## src/rtl/jimmy_core.sv

```systemverilog
// jimmy_core: 8-bit teaching CPU with four registers, four input ports and four strobed output ports.
// Define JIMMY_HALT_EN to make 0xFF a HALT that freezes the core until reset.
module jimmy_core #(
  parameter logic [7:0] RESET_VECTOR = 8'h00
) (
  input  logic       jimmy_clk,
  input  logic       reset,
  output logic [7:0] inst_address_bus,
  input  logic [7:0] inst_data_bus,
  input  logic [7:0] in_port_0,
  input  logic [7:0] in_port_1,
  input  logic [7:0] in_port_2,
  input  logic [7:0] in_port_3,
  output logic [7:0] out_port_0,
  output logic [7:0] out_port_1,
  output logic [7:0] out_port_2,
  output logic [7:0] out_port_3,
  output logic [3:0] out_strobe
);

`ifdef JIMMY_HALT_EN
  typedef enum logic [1:0] {FETCH, IMM, HALTED} state_t;
`else
  typedef enum logic [0:0] {FETCH, IMM} state_t;
`endif

  typedef enum logic [3:0] {
    OP_MOV = 4'h0, OP_ADD = 4'h1, OP_SUB = 4'h2, OP_AND = 4'h3,
    OP_OR  = 4'h4, OP_XOR = 4'h5, OP_SHL = 4'h6, OP_SHR = 4'h7,
    OP_LDI = 4'h8, OP_IN  = 4'h9, OP_OUT = 4'hA, OP_JMP = 4'hB,
    OP_JZ  = 4'hC, OP_JNZ = 4'hD, OP_JC  = 4'hE, OP_MISC = 4'hF
  } opcode_t;

  state_t     state, state_d;
  logic [7:0] pc, pc_d;
  logic [5:0] ir, ir_d;              // opcode and rd of a two-byte op, held across IMM
  logic       z, z_d, c, c_d;
  logic [7:0] regs [4];
  logic [7:0] regs_d [4];
  logic [7:0] port_q [4];
  logic [7:0] port_d [4];
  logic [3:0] strobe_q, strobe_d;
  logic [7:0] in_bus [4];

  opcode_t    f_op, i_op;
  logic [1:0] f_rd, f_rs, i_rd;
  logic [7:0] a, b;
  logic [8:0] alu;

  assign in_bus[0] = in_port_0;
  assign in_bus[1] = in_port_1;
  assign in_bus[2] = in_port_2;
  assign in_bus[3] = in_port_3;

  assign f_op = opcode_t'(inst_data_bus[7:4]);
  assign f_rd = inst_data_bus[3:2];
  assign f_rs = inst_data_bus[1:0];
  assign i_op = opcode_t'(ir[5:2]);
  assign i_rd = ir[1:0];
  assign a    = regs[f_rd];
  assign b    = regs[f_rs];

  // Bit 8 of alu is the carry/borrow; SUB's ninth bit is set exactly when a < b.
  always_comb begin
    // NOTE: every output of a combinational block gets a default first, so no path can infer a latch.
    alu = 9'd0;
    case (f_op)
      OP_ADD:  alu = {1'b0, a} + {1'b0, b};
      OP_SUB:  alu = {1'b0, a} - {1'b0, b};
      OP_AND:  alu = {1'b0, a & b};
      OP_OR:   alu = {1'b0, a | b};
      OP_XOR:  alu = {1'b0, a ^ b};
      OP_SHL:  alu = {a[7], a[6:0], 1'b0};
      OP_SHR:  alu = {a[0], 1'b0, a[7:1]};
      default: alu = 9'd0;
    endcase
  end

  always_comb begin
    state_d  = FETCH;
    pc_d     = pc + 8'd1;
    ir_d     = ir;
    z_d      = z;
    c_d      = c;
    regs_d   = regs;
    port_d   = port_q;
    strobe_d = 4'b0000;
    case (state)
      FETCH: begin
        ir_d = inst_data_bus[7:2];
        case (f_op)
          OP_MOV: regs_d[f_rd] = b;
          OP_ADD, OP_SUB, OP_AND, OP_OR, OP_XOR, OP_SHL, OP_SHR: begin
            regs_d[f_rd] = alu[7:0];
            z_d          = (alu[7:0] == 8'd0);
            c_d          = alu[8];
          end
          OP_LDI, OP_JMP, OP_JZ, OP_JNZ, OP_JC: state_d = IMM;
          OP_IN:  regs_d[f_rd] = in_bus[f_rs];
          OP_OUT: begin
            port_d[f_rd]   = b;
            strobe_d[f_rd] = 1'b1;
          end
          default: begin
`ifdef JIMMY_HALT_EN
            if (inst_data_bus == 8'hFF) state_d = HALTED;
`endif
          end
        endcase
      end
      IMM: begin
        case (i_op)
          OP_LDI:  regs_d[i_rd] = inst_data_bus;
          OP_JMP:  pc_d = inst_data_bus;
          OP_JZ:   if (z)  pc_d = inst_data_bus;
          OP_JNZ:  if (!z) pc_d = inst_data_bus;
          OP_JC:   if (c)  pc_d = inst_data_bus;
          default: ;
        endcase
      end
`ifdef JIMMY_HALT_EN
      HALTED: begin
        state_d = HALTED;
        pc_d    = pc;
      end
`endif
      default: ;
    endcase
  end

  always_ff @(posedge jimmy_clk or negedge reset) begin
    if (!reset) begin
      state    <= FETCH;
      pc       <= RESET_VECTOR;
      ir       <= '0;
      z        <= 1'b0;
      c        <= 1'b0;
      strobe_q <= 4'b0000;
      // NOTE: the register file is only four entries, so it is reset like any other flop rather than left as uninitialised memory.
      for (int i = 0; i < 4; i++) begin
        regs[i]   <= 8'd0;
        port_q[i] <= 8'd0;
      end
    end else begin
      // NOTE: state registers use non-blocking assignments so every flop samples pre-edge values.
      state    <= state_d;
      pc       <= pc_d;
      ir       <= ir_d;
      z        <= z_d;
      c        <= c_d;
      strobe_q <= strobe_d;
      regs     <= regs_d;
      port_q   <= port_d;
    end
  end

  assign inst_address_bus = pc;
  assign out_port_0       = port_q[0];
  assign out_port_1       = port_q[1];
  assign out_port_2       = port_q[2];
  assign out_port_3       = port_q[3];
  assign out_strobe       = strobe_q;

endmodule

```

## config.mk

```make
export PLATFORM = sky130hd
export DESIGN_NAME = jimmy_core
export DESIGN_NICKNAME = d
export VERILOG_FILES = /design/src/rtl/jimmy_core.sv
export SDC_FILE = /design/constraint.sdc
export NUM_CORES = 1
export LEC_CHECK = 0
export BUFFER_PORTS_ARGS = -buffer_cell sky130_fd_sc_hd__buf_4
export CAP_MARGIN = 20
export CORE_AREA = 2 2 108 110
export DETAILED_ROUTE_END_ITERATION = 8
export DIE_AREA = 0 0 110 112
export PLACE_DENSITY = 0.77
export RECOVER_POWER = 25
export SLEW_MARGIN = 5
export SYNTH_ARGS = -nofsm -noshare
export SYNTH_HDL_FRONTEND = slang
export SYNTH_SLANG_ARGS = --single-unit
```

## constraint.sdc

```tcl
create_clock -name jimmy_clk -period 3.6 [get_ports jimmy_clk]
set_clock_uncertainty 0.1 [all_clocks]
set_input_delay 0.18 -clock jimmy_clk [delete_from_list [all_inputs] [get_ports jimmy_clk]]
set_output_delay 0.18 -clock jimmy_clk [all_outputs]
set_load 0.005 [all_outputs]
```

==> results of run 1 <==
[cell usage after synthesis, types with 3 or more instances]
cell type | n | area (sq um)
a21oi_1 | 37 | 185.2
a221o_1 | 3 | 30.03
a221oi_1 | 9 | 78.83
a22oi_1 | 13 | 97.59
a2bb2oi_1 | 4 | 35.03
a31oi_1 | 6 | 37.54
and2_1 | 3 | 18.77
and3_1 | 16 | 100.1
buf_1 | 5 | 18.77
buf_2 | 8 | 40.04
clkbuf_1 | 22 | 82.58
dfrtp_1 | 85 | 2127
ha_1 | 26 | 325.3
inv_1 | 31 | 116.4
mux2_2 | 7 | 78.83
mux2i_1 | 5 | 50.05
mux4_1 | 3 | 78.83
mux4_2 | 20 | 450.4
nand2_1 | 104 | 390.4
nand2b_1 | 9 | 56.30
nand3_1 | 13 | 65.06
nand3b_1 | 3 | 22.52
nor2_1 | 38 | 142.6
nor2b_1 | 6 | 37.54
nor3_1 | 12 | 60.06
nor3b_1 | 3 | 22.52
nor4b_1 | 3 | 26.28
nor4bb_1 | 3 | 30.03
o21ai_0 | 61 | 305.3
o21bai_1 | 3 | 22.52
o221ai_1 | 10 | 87.58
o22ai_1 | 9 | 56.30
o31ai_1 | 3 | 22.52
or3_1 | 3 | 18.77
xnor2_1 | 12 | 105.1
xor2_1 | 5 | 43.79
[power by group through the flow]
stage	Combinational [mW]	Sequential (mW)	Clock, mW
2_1_floorplan	1.20	1.36	0
3_3_place_gp	2.01	1.37	0
3_5_place_dp	2.09	1.39	0
4_1_cts	2.16	1.38	0.908
5_1_grt	2.74	1.41	0.951
6_report	2.55	1.39	0.905
[kinds of logic after synthesis]
group	after synthesis	share of synthesized area, %
buf+inv	68	4.772
xor+xnor	17	2.570
simple gates	224	18.23
compound gates	182	20.41
mux	35	11.36
fa+ha+maj	27	5.960
flops	85	36.71
[repair_timing]
action	CTS	global route
hold buffers	1	0
setup buffers	3	9
endpoints found under the setup margin	9	15
pin swaps	4	23
resized for setup	6	44
hold endpoints to repair	67	0
[final timing paths]
check / startpoint / to / cells past startpoint
worst max-delay path: regs[3] / z / 14
worst min-delay path: inst_data_bus[5] / state / 4
worst max register to register: regs[3] / z / 14
worst min register to register: out_port_2[7] / out_port_2[7] / 2
max in group asynchronous: reset / c / 2
min in group asynchronous: reset / out_port_0[1] / 2
[per-stage QoR]
step / cell area, sq um / cells
final: 7580 / 925
after global routing: 7580 / 925
after CTS: 7291 / 914
after detailed placement: 6944 / 894
after global placement: 6944 / 894
after floorplan: 5799 / 638
[sequential cells by signal, indices dropped and copies added (netlist names)]
| register | flops |
|---|---|
| regs | 32 |
| inst_address_bus | 8 |
| out_port_0 | 8 |
| out_port_1 | 8 |
| out_port_2 | 8 |
| out_port_3 | 8 |
| ir | 6 |
| out_strobe | 4 |
| c | 1 |
| state | 1 |
| z | 1 |
[tightest hold or removal path: stages]
cell and delay (ns):
buf_4 0.09, nand2b_1 0.08, nor2_1 0.09, nor3_1 0.06
[layout make-up]
type                       instances  area, sq um  share of cell area, %
sequential                        85         2127                  28.06
timing repair buffer             165         1250                  16.49
clock inverter                     6        46.29                 0.6108
tap                              143        178.9                  2.361
inverter                          31        116.4                  1.535
clock buffer                      10        239.0                  3.153
multi-input combinational        485         3622                  47.79
[per-layer routing]
metal | up-vias | share of wire (%) | global-route usage (%)
li1 | 2611 | - | -
met1 | 2833 | 37 | 39.83
met2 | 382 | 50 | 50.96
met3 | 94 | 8.3 | 5.094
met4 | 0 | 4.9 | 15.78
met5 | - | 0 | 0
==> key figures, run 1 <==
Detailed routing
  – 1st-iter DRT viols: between 500 and 600
  – Vias per cell: ~6.4
  – Final wirelength: ~19000 um
  – Via count: just under 6000
  – Residual DRC: 0
  – Post-route ant nets: 0
  – Routed length per instance: roughly 21 um
  – DRT Pass-1 Iters: 5

Setup path
  – Crit path max-delay family: multiplexers
  – Max FO, Critical Path: 4
  – Worst setup SP type: flip-flop
  – Crit path max-delay cell type: mux4_2
  – CP endpoint kind: flip-flop
  – Worst R2R Setup Slack: around 0.045 ns
  – Worst EP required: approximately 3.7 ns
  – CP dominant cell by count: buf_4
  – Buf/Inv on CP: 4
  – CP Data Arrival Time: around 3.7 ns
  – Crit path kind: reg2reg
  – Slowest stage delay, CP: 0.52 ns
  – CP cell instances: mux4_2 > nor2_2 > buf_4 > a31oi_1 > xnor2_1 > ha_2 > nor3_1 > a2111oi_4 > mux2_2 > o211ai_1 > buf_4 > buf_4 > buf_4 > o41ai_4

Final layout
  – Share of layout cells above drive strength 1: approximately 32%
  – # fillers: between 800 and 900
  – Layout net count: ~850
  – Util after Layout: between 60% and 70%
  – Most common cell after layout, fill and taps aside: buf_4
  – Most frequent cells in the layout: 156 x buf_4, 104 x nand2_1, 85 x dfrtp_1, 60 x o21ai_0
  – Layout Area Growth over Synthesis: 30.81%
  – N_diodes: 0

Timing
  – # setup viols final: 0
  – Fmax: roughly 280 MHz
  – Setup_tns: 0 ns
  – Slew Limit Fails: 31
  – Final Cycle Share: between 90% and 100%
  – Worst Tran Pin Value: roughly 1.8 ns
  – Min cycle time layout: 3.555 ns
  – Slew HR: -22.16%
  – Final worst slack: 0.04525 ns
  – Final Hold Fails: 0
  – WHS: 0.08634 ns

Synth
  – Synth Area per Inst: a little over 9 sq um
  – Cell variety after synth: 64
  – Synth warn: 0
  – Share of the yosys chip area belonging to registers: a little under two fifths
  – Mapped Area: 5794 sq um
  – Main synth FF type: dfrtp_1
  – Asr flop ratio synth: 100.0%
  – Synth Instances: between 600 and 700
  – Post-synth EDFFs: 0
  – Synth Net Count: approximately 700
  – Yosys reg bits: 85

Global route
  – Vias in the first global route: between 5000 and 6000
  – Initial antenna violation count: 0
  – First-pass GRT wire length: between 20000 and 30000 um
  – GR Overflow Total: 0
  – GRT Overall Usage: a little under a third
  – Largest net degree at the start of global routing: 86

Pwr
  – Sequential share of power: between 20 and 30%
  – Leakage power total: around 3.4 nW
  – Cell area power density: approximately 640 nW/um^2
  – Sw Pwr: approximately 1.9 mW
  – Clock power share: between 10% and 20%
  – P_int: 2.937 mW
  – Switching share of power: around two fifths
  – Worst ir drop on vdd: between 0.3 and 0.4 mV
  – Logic gate share of total power: a little over half
  – Total chip power: 4.836 mW

Clocking
  – Worst-Skew Late Latency: approximately 0.35 ns
  – Clk sink count: 85
  – CTS buffer count: 9
  – TritonCTS clock tree: yes
  – Clock-pin slew on the worst setup and hold paths: ~0.060 ns
  – Root buf cell: clkbuf_16
  – CTS max path bufs: 2
  – Clock H-tree levels: 3

Placed design
  – Post-place setup slack: -0.1663 ns
  – Number of port buffers: 85
  – Half-perimeter wire length after placement: ~14000 um
  – Final GP Congestion: approximately 1

Floorplanning
  – Ports: 86
  – Die area: roughly 12000 sq um
  – Row cnt: 39
  – Die width: ~110 um
  – Initial Util: between 50% and 60%
  – Die height: approximately 110 um
  – Core ar.: about 11000 sq um

Min path
  – Min-delay worst type: in2reg

Run status
  – Failing checks: max-capacitance violations, max-slew violations
  – Status: finished with violations

Flow run
  – Max Cap Violations: 1
(Power assumes the default switching activity.)
==> inputs of run 2 (changes only) <==
--- a/config.mk
+++ b/config.mk
@@ -5,11 +5,12 @@
 export SDC_FILE = /design/constraint.sdc
 export NUM_CORES = 1
 export LEC_CHECK = 0
+export ABC_AREA = 1
 export BUFFER_PORTS_ARGS = -buffer_cell sky130_fd_sc_hd__buf_4
 export CAP_MARGIN = 20
-export CORE_AREA = 2 2 108 110
+export CORE_AREA = 2 2 115 117
 export DETAILED_ROUTE_END_ITERATION = 8
-export DIE_AREA = 0 0 110 112
+export DIE_AREA = 0 0 117 119
 export PLACE_DENSITY = 0.77
 export RECOVER_POWER = 25
 export SLEW_MARGIN = 5
==> key figures, run 2 <==
Run status
  – Status: finished with violations
  – Failing checks: max-capacitance violations, max-slew violations

Placed design
  – Final GP Congestion: 0.9482
  – DP Cell Count: 1274
  – Dpl cell area: approximately 7400 sq um
  – Number of port buffers: between 80 and 90
  – Half-perimeter wire length after placement: 15350 um

Global route
  – Initial antenna violation count: 0
  – Largest net degree at the start of global routing: 78
  – GR Overflow Total: 0
  – GRT Overall Usage: between 30% and 40%
  – First-pass GRT wire length: ~34000 um
  – Vias in the first global route: around 6600

Final layout
  – Share of layout cells above drive strength 1: a little over an eighth
  – Layout Area Growth over Synthesis: 16.05%
  – Non-filler cells, final: about 1300
  – Most common cell after layout, fill and taps aside: nand2_1
  – Max FFs per register: 32
  – N_diodes: 0
  – # fillers: approximately 1300
  – Final Cell Area: 7752 sq um
  – Reg with most FFs: regs
  – Layout net count: ~1200
  – Most frequent cells in the layout: 324 x nand2_1, 112 x inv_1, 102 x nor2_1, 95 x o21ai_0, 85 x dfrtp_1

Min path
  – HP Start: inst_data_bus[7]
  – Min-delay worst type: in2reg

Synth
  – Mapped Area: between 6000 and 7000 sq um
  – Cell variety after synth: a little over 40
  – Asr flop ratio synth: 100.0%
  – Share of the yosys chip area belonging to registers: 31.84%
  – Synth Net Count: 1100
  – Synth Instances: 1031
  – Synth Area per Inst: around 6.5 sq um
  – Yosys reg bits: 85
  – Yosys top cell by area: dfrtp_1
  – Main synth FF type: dfrtp_1
  – Synth warn: 0
  – Most common cell in the netlist: nand2_1
  – Commonest cells in the netlist: 324 x nand2_1, 112 x inv_1, 102 x nor2_1, 95 x o21ai_0, 85 x dfrtp_1
  – Largest cells by area after synthesis: dfrtp_1 32%, nand2_1 18%, o21ai_0 7.1%
  – Post-synth top area share: 31.84%
  – Post-synth EDFFs: 0

Setup path
  – Worst Setup EP: regs[31]
  – Worst R2R Setup Slack: about 0.39 ns
  – Reg2Reg Depth: 22
  – CP Launch Point: regs[9]
  – Worst r2r dst: regs[31]
  – Max FO, Critical Path: 8
  – Worst EP required: 3.78 ns
  – Crit path kind: reg2reg
  – Worst setup SP type: flip-flop
  – Reg2reg start: regs[9]
  – CP Data Arrival Time: ~3.4 ns
  – CP endpoint kind: flip-flop

Clocking
  – CTS buffer count: 9
  – Clock H-tree levels: 3
  – Post-CTS sizing: 0
  – Root buf cell: clkbuf_16
  – Clock-pin slew on the worst setup and hold paths: about 0.070 ns
  – TritonCTS clock tree: yes
  – Worst-Skew Late Latency: 0.36 ns
  – CTS max path bufs: 2
  – Clk sink count: 85

Pwr
  – Sw Pwr: 1.989 mW
  – Cell area power density: between 600 and 700 nW/um^2
  – Switching share of power: about 42%
  – P_int: between 2 and 3 mW
  – Clock power share: between 20% and 30%
  – Sequential share of power: ~33%
  – Worst ir drop on vdd: about 0.37 mV
  – Total chip power: about 4.7 mW
  – Logic gate share of total power: ~45%
  – Leakage power total: between 4 and 5 nW

Floorplanning
  – Die width: around 120 um
  – Ports: 86
  – Initial Util: about half
  – Die height: between 100 and 150 um
  – Core ar.: 12870 sq um
  – Die area: approximately 14000 sq um
  – Row cnt: 42

Detailed routing
  – Post-route ant nets: 0
  – M1 WL: about 8600 um
  – Routed length per instance: around 16 um
  – Residual DRC: 0
  – Vias per cell: around 5.5
  – Top routing layer in use: met4
  – Routed wl met3: between 1500 and 2000 um
  – Final wirelength: between 20000 and 25000 um
  – 1st-iter DRT viols: approximately 750
  – DRT Pass-1 Iters: 5
  – Metal2 WL: between 9000 and 10000 um
  – Via count: around 7000

Timing
  – # setup viols final: 0
  – Worst Tran Pin Value: between 1.5 and 2 ns
  – Fmax: a little over 300 MHz
  – Final Cycle Share: between 80 and 90%
  – Slew HR: -31.27%
  – Slew Limit Fails: 78
  – Min cycle time layout: about 3.2 ns
  – Setup_tns: 0 ns
  – Final Hold Fails: 0
  – RSZ-0062 raised after global routing: no
  – WHS: slightly below 0.06 ns

Flow run
  – Max Cap Violations: 1
[run 2: cell count changes after synthesis, sizes merged, moves of 18 or more]
| cell | before | now |
|---|---|---|
| nor2 | 38 | 107 |
| a21oi | 37 | 80 |
| inv | 31 | 124 |
| nand3 | 13 | 82 |
| nand2 | 105 | 328 |
| o21ai | 63 | 105 |
| clkbuf | 22 | 4 |
| mux4 | 23 | 0 |
[run 2: timing repair]
action	4_1_cts	5_1_grt
hold endpoints to repair	76	0
hold buffers	1	0
buffers inserted	0	0
[run 2: how the worst min path moves through the flow]
stage / end / depth (start not counted)
6_report: ir[5] / 3
5_1_grt: ir[5] / 3
4_1_cts: ir[5] / 3
3_5_place_dp: out_port_3[3] / 1
3_3_place_gp: out_port_3[3] / 1
2_1_floorplan: c / 0
[run 2: per-layer routing]
metal	vias to the layer above	track usage [%]
met5	-	0
met4	0	15.15
met3	72	6.005
met2	356	49.28
met1	3273	39.99
li1	3463	-
[run 2: kinds of logic (layout without fill, tap and decap cells)]
family                   count (synthesis)  after routing  synth area share, %
AND/OR/NAND/NOR                        532            532                33.08
AO/OA/AOI/OAI                          211            211                17.40
buffers and inverters                  163            247                10.60
flip-flops                              85             85                31.84
adder cells (fa/ha/maj)                 27             27                5.169
XOR/XNOR                                12             12                1.573
multiplexers                             1              1               0.3371
[run 2: area by class of cell]
cell class / instances / area (sq um) / share of cell area (%)
Clock buffer: 10 / 239.0 / 3.083
Clock inverter: 6 / 93.84 / 1.210
Inverter: 128 / 480.5 / 6.198
Multi-Input combinational cell: 783 / 3845 / 49.60
Sequential cell: 85 / 2127 / 27.44
Tap cell: 176 / 220.2 / 2.841
Timing Repair Buffer: 103 / 747.0 / 9.635
[run 2: critical path: stages, from the launching register on]
cell and delay, ns:
dfrtp_1 0.40, inv_1 0.09, a21oi_1 0.06, o21ai_0 0.08, nand2_1 0.16, inv_2 0.15, ha_1 0.18, nand2_1 0.08
nor2_1 0.15, a21oi_1 0.09, xor2_1 0.17, ha_1 0.34, nand2_1 0.10, inv_1 0.05, a21oi_1 0.19, nand2_1 0.07
nand2_1 0.05, nand3_1 0.08, nand3_1 0.20, nand2_1 0.09, nand2_1 0.06, nand2_1 0.05, a21oi_1 0.14
[run 2: through the flow]
step           setup slack [ns]  util [%]
2_1_floorplan            0.9154         -
3_3_place_gp             0.4769     57.77
3_5_place_dp             0.4087     57.77
4_1_cts                  0.4539     60.44
5_1_grt                 0.03709     60.21
6_report                 0.3917     60.21
[run 2: power by group through the flow]
stage / clock (mW) / combinational (mW) / sequential [mW]
global placement: 0 / 2.09 / 1.54
CTS: 1.06 / 2.14 / 1.54
floorplan: 0 / 1.44 / 1.49
global route: 1.10 / 2.44 / 1.58
finish: 1.04 / 2.14 / 1.55
detailed placement: 0 / 2.12 / 1.55
==> inputs of run 3 (changes only) <==
--- a/config.mk
+++ b/config.mk
@@ -8,11 +8,13 @@
 export ABC_AREA = 1
 export BUFFER_PORTS_ARGS = -buffer_cell sky130_fd_sc_hd__buf_4
 export CAP_MARGIN = 20
-export CORE_AREA = 2 2 115 117
+export CORE_AREA = 2 2 109 111
 export DETAILED_ROUTE_END_ITERATION = 8
-export DIE_AREA = 0 0 117 119
-export PLACE_DENSITY = 0.77
+export DIE_AREA = 0 0 111 113
+export HOLD_SLACK_MARGIN = 0.06
+export PLACE_DENSITY = 0.81
 export RECOVER_POWER = 25
+export REMOVE_ABC_BUFFERS = 1
 export SLEW_MARGIN = 5
 export SYNTH_ARGS = -nofsm -noshare
 export SYNTH_HDL_FRONTEND = slang
==> constraint.sdc (replaced) <==
create_clock -name jimmy_clk -period 4 [get_ports jimmy_clk]
set_clock_uncertainty 0.1 [all_clocks]
set_input_delay 0.2 -clock jimmy_clk [delete_from_list [all_inputs] [get_ports jimmy_clk]]
set_output_delay 0.2 -clock jimmy_clk [all_outputs]
set_load 0.005 [all_outputs]
==> key figures, run 3 (synthesized netlist as in run 2, its figures left out) <==
Final layout
  – Max FFs per register: 32
  – Layout Area Growth over Synthesis: 15.00%
  – Non-filler cells, final: roughly 1300
  – Most frequent cells in the layout: 324 x nand2_1, 112 x inv_1, 102 x nor2_1, 98 x buf_4, 95 x o21ai_0
  – Share of layout cells above drive strength 1: a little over an eighth
  – N_diodes: 0
  – Reg with most FFs: regs
  – # fillers: 1028
  – Most common cell after layout, fill and taps aside: nand2_1
  – Layout net count: about 1200

Global route
  – GRT Overall Usage: between 30% and 40%
  – Vias in the first global route: 6603
  – GR Overflow Total: 0
  – Largest net degree at the start of global routing: 86
  – Initial antenna violation count: 0
  – First-pass GRT wire length: approximately 34000 um

Run status
  – Failing checks: max-capacitance violations, max-slew violations
  – Status: finished with violations

Pwr
  – Leakage power total: between 4 and 5 nW
  – Worst ir drop on vdd: around 0.32 mV
  – P_int: 2.349 mW
  – Switching share of power: around 44%
  – Clock power share: between 10% and 20%
  – Logic gate share of total power: 46.6%
  – Cell area power density: between 500 and 600 nW/um^2
  – Sequential share of power: between 30% and 40%
  – Sw Pwr: between 1.5 and 2 mW

Setup path
  – CP Data Arrival Time: ~3.5 ns
  – Worst setup SP type: flip-flop
  – Worst EP required: roughly 4.2 ns
  – Crit path max-delay cell type: dfrtp_1
  – CP cell instances: a21oi_1 > o21ai_0 > nand2_1 > ha_1 > nand2_1 > nor2_1 > a21oi_1 > xor2_1 > ha_1 > nand2_1 > inv_1 > a21oi_1 > nand2_1 > nand2_1 > nand3_1 > nand3_1 > nand2_1 > nand2_1 > nand2_1 > a21oi_1
  – CP endpoint kind: flip-flop
  – Crit path kind: reg2reg
  – Slowest stage delay, CP: about 0.44 ns
  – Buf/Inv on CP: 1
  – Crit path max-delay family: simple AND/OR/NAND/NOR gates
  – Max FO, Critical Path: 8
  – CP dominant cell by count: nand2_1

Clocking
  – Clock-pin slew on the worst setup and hold paths: about 0.07 ns
  – Root buf cell: clkbuf_16
  – Postcts setup bufs: 0
  – Post-CTS sizing: 0
  – Clk sink count: 85
  – TritonCTS clock tree: yes
  – Hold buffer count at CTS: 1
  – Worst-Skew Late Latency: around 0.36 ns
  – CTS max path bufs: 2
  – CTS buffer count: 9
  – Clock H-tree levels: 3

Detailed routing
  – Via count: slightly above 7000
  – Routed length per instance: about 17 um
  – 1st-iter DRT viols: 833
  – Vias per cell: around 5.7
  – DRT Pass-1 Iters: 6
  – Residual DRC: 0
  – Final wirelength: ~21000 um
  – Post-route ant nets: 0

Placed design
  – Half-perimeter wire length after placement: 15510 um
  – DP Cell Count: 1239
  – Final GP Congestion: approximately 1
  – Number of port buffers: 85

Flow run
  – Max Cap Violations: 1

Floorplanning
  – Ports: between 80 and 90
  – Die area: roughly 13000 sq um
  – Initial Util: 59.26%
  – Row cnt: 39
  – Core ar.: between 10000 and 15000 sq um
  – Die width: between 100 and 150 um
  – Die height: ~110 um

Timing
  – Min cycle time layout: 3.285 ns
  – RSZ-0062 raised after global routing: no
  – Worst Tran Pin Value: 1.634 ns
  – Slew HR: -8.948%
  – Fmax: about 300 MHz
  – # setup viols final: 0
  – Final Hold Fails: 0
  – Setup_tns: 0 ns
  – Final Cycle Share: a little over 80%
  – Slew Limit Fails: 33

Min path
  – Min-delay worst type: in2reg
-- run 3: worst register-to-register path: stages (launching register included) --
cell and delay (ns):
dfrtp_1 0.44, a21oi_1 0.17, o21ai_0 0.10, nand2_1 0.28, ha_1 0.23, nand2_1 0.08, nor2_1 0.13, a21oi_1 0.09
xor2_1 0.16, ha_1 0.33, nand2_1 0.10, inv_1 0.04, a21oi_1 0.17, nand2_1 0.07, nand2_1 0.05, nand3_1 0.10
nand3_1 0.20, nand2_1 0.07, nand2_1 0.06, nand2_1 0.04, a21oi_1 0.16
-- run 3: power groups by stage --
stage | clock network (mW) | registers (mW) | logic (mW)
2_1_floorplan | 0 | 1.35 | 1.25
6_report | 0.828 | 1.41 | 1.96
5_1_grt | 0.865 | 1.44 | 2.23
3_5_place_dp | 0 | 1.41 | 1.92
4_1_cts | 0.828 | 1.40 | 1.94
3_3_place_gp | 0 | 1.41 | 1.89
-- run 3: routing by layer --
metal,wire length [um],track usage (%),part of all wire [%]
met1,8708,43.86,41
met3,1737,7.284,8.2
met4,980,16.42,4.6
met2,9673,54.56,46
met5,0,0,0
-- run 3: final cells by class --
| cell class | instances | area (sq um) | area share, % |
|---|---|---|---|
| inverters | 128 | 480.5 | 6.254 |
| multi-input cells | 783 | 3845 | 50.05 |
| well taps | 143 | 178.9 | 2.329 |
| flip-flops and latches | 85 | 2127 | 27.69 |
| clock buffers | 9 | 225.2 | 2.932 |
| repair buffers | 102 | 762.0 | 9.919 |
| clock inverters | 7 | 63.81 | 0.8306 |
-- run 3: worst paths after layout --
check	startpoint	endpoint	slack (ns)	cells after the start
max	regs[16]	regs[15]	0.71	20
min	inst_data_bus[4]	ir[2]	0.06	3
max reg2reg	regs[16]	regs[15]	0.71	20
min reg2reg	out_port_0[4]	out_port_0[4]	0.38	2
max in group asynchronous	reset	regs[13]	0.93	3
min in group asynchronous	reset	out_port_1[7]	0.70	2
-- run 3: stage by stage --
step	util, %	cell area [sq um]	setup WS (ns)	hold WS, ns	power, mW
2_1_floorplan	-	6452	1.267	-0.1956	2.602
3_3_place_gp	65.49	7382	0.7876	0.3624	3.294
3_5_place_dp	65.49	7382	0.7186	0.3545	3.332
4_1_cts	68.14	7681	0.7460	0.06557	4.161
5_1_grt	68.15	7682	0.3058	0.08682	4.534
6_report	68.15	7682	0.7146	0.06134	4.198
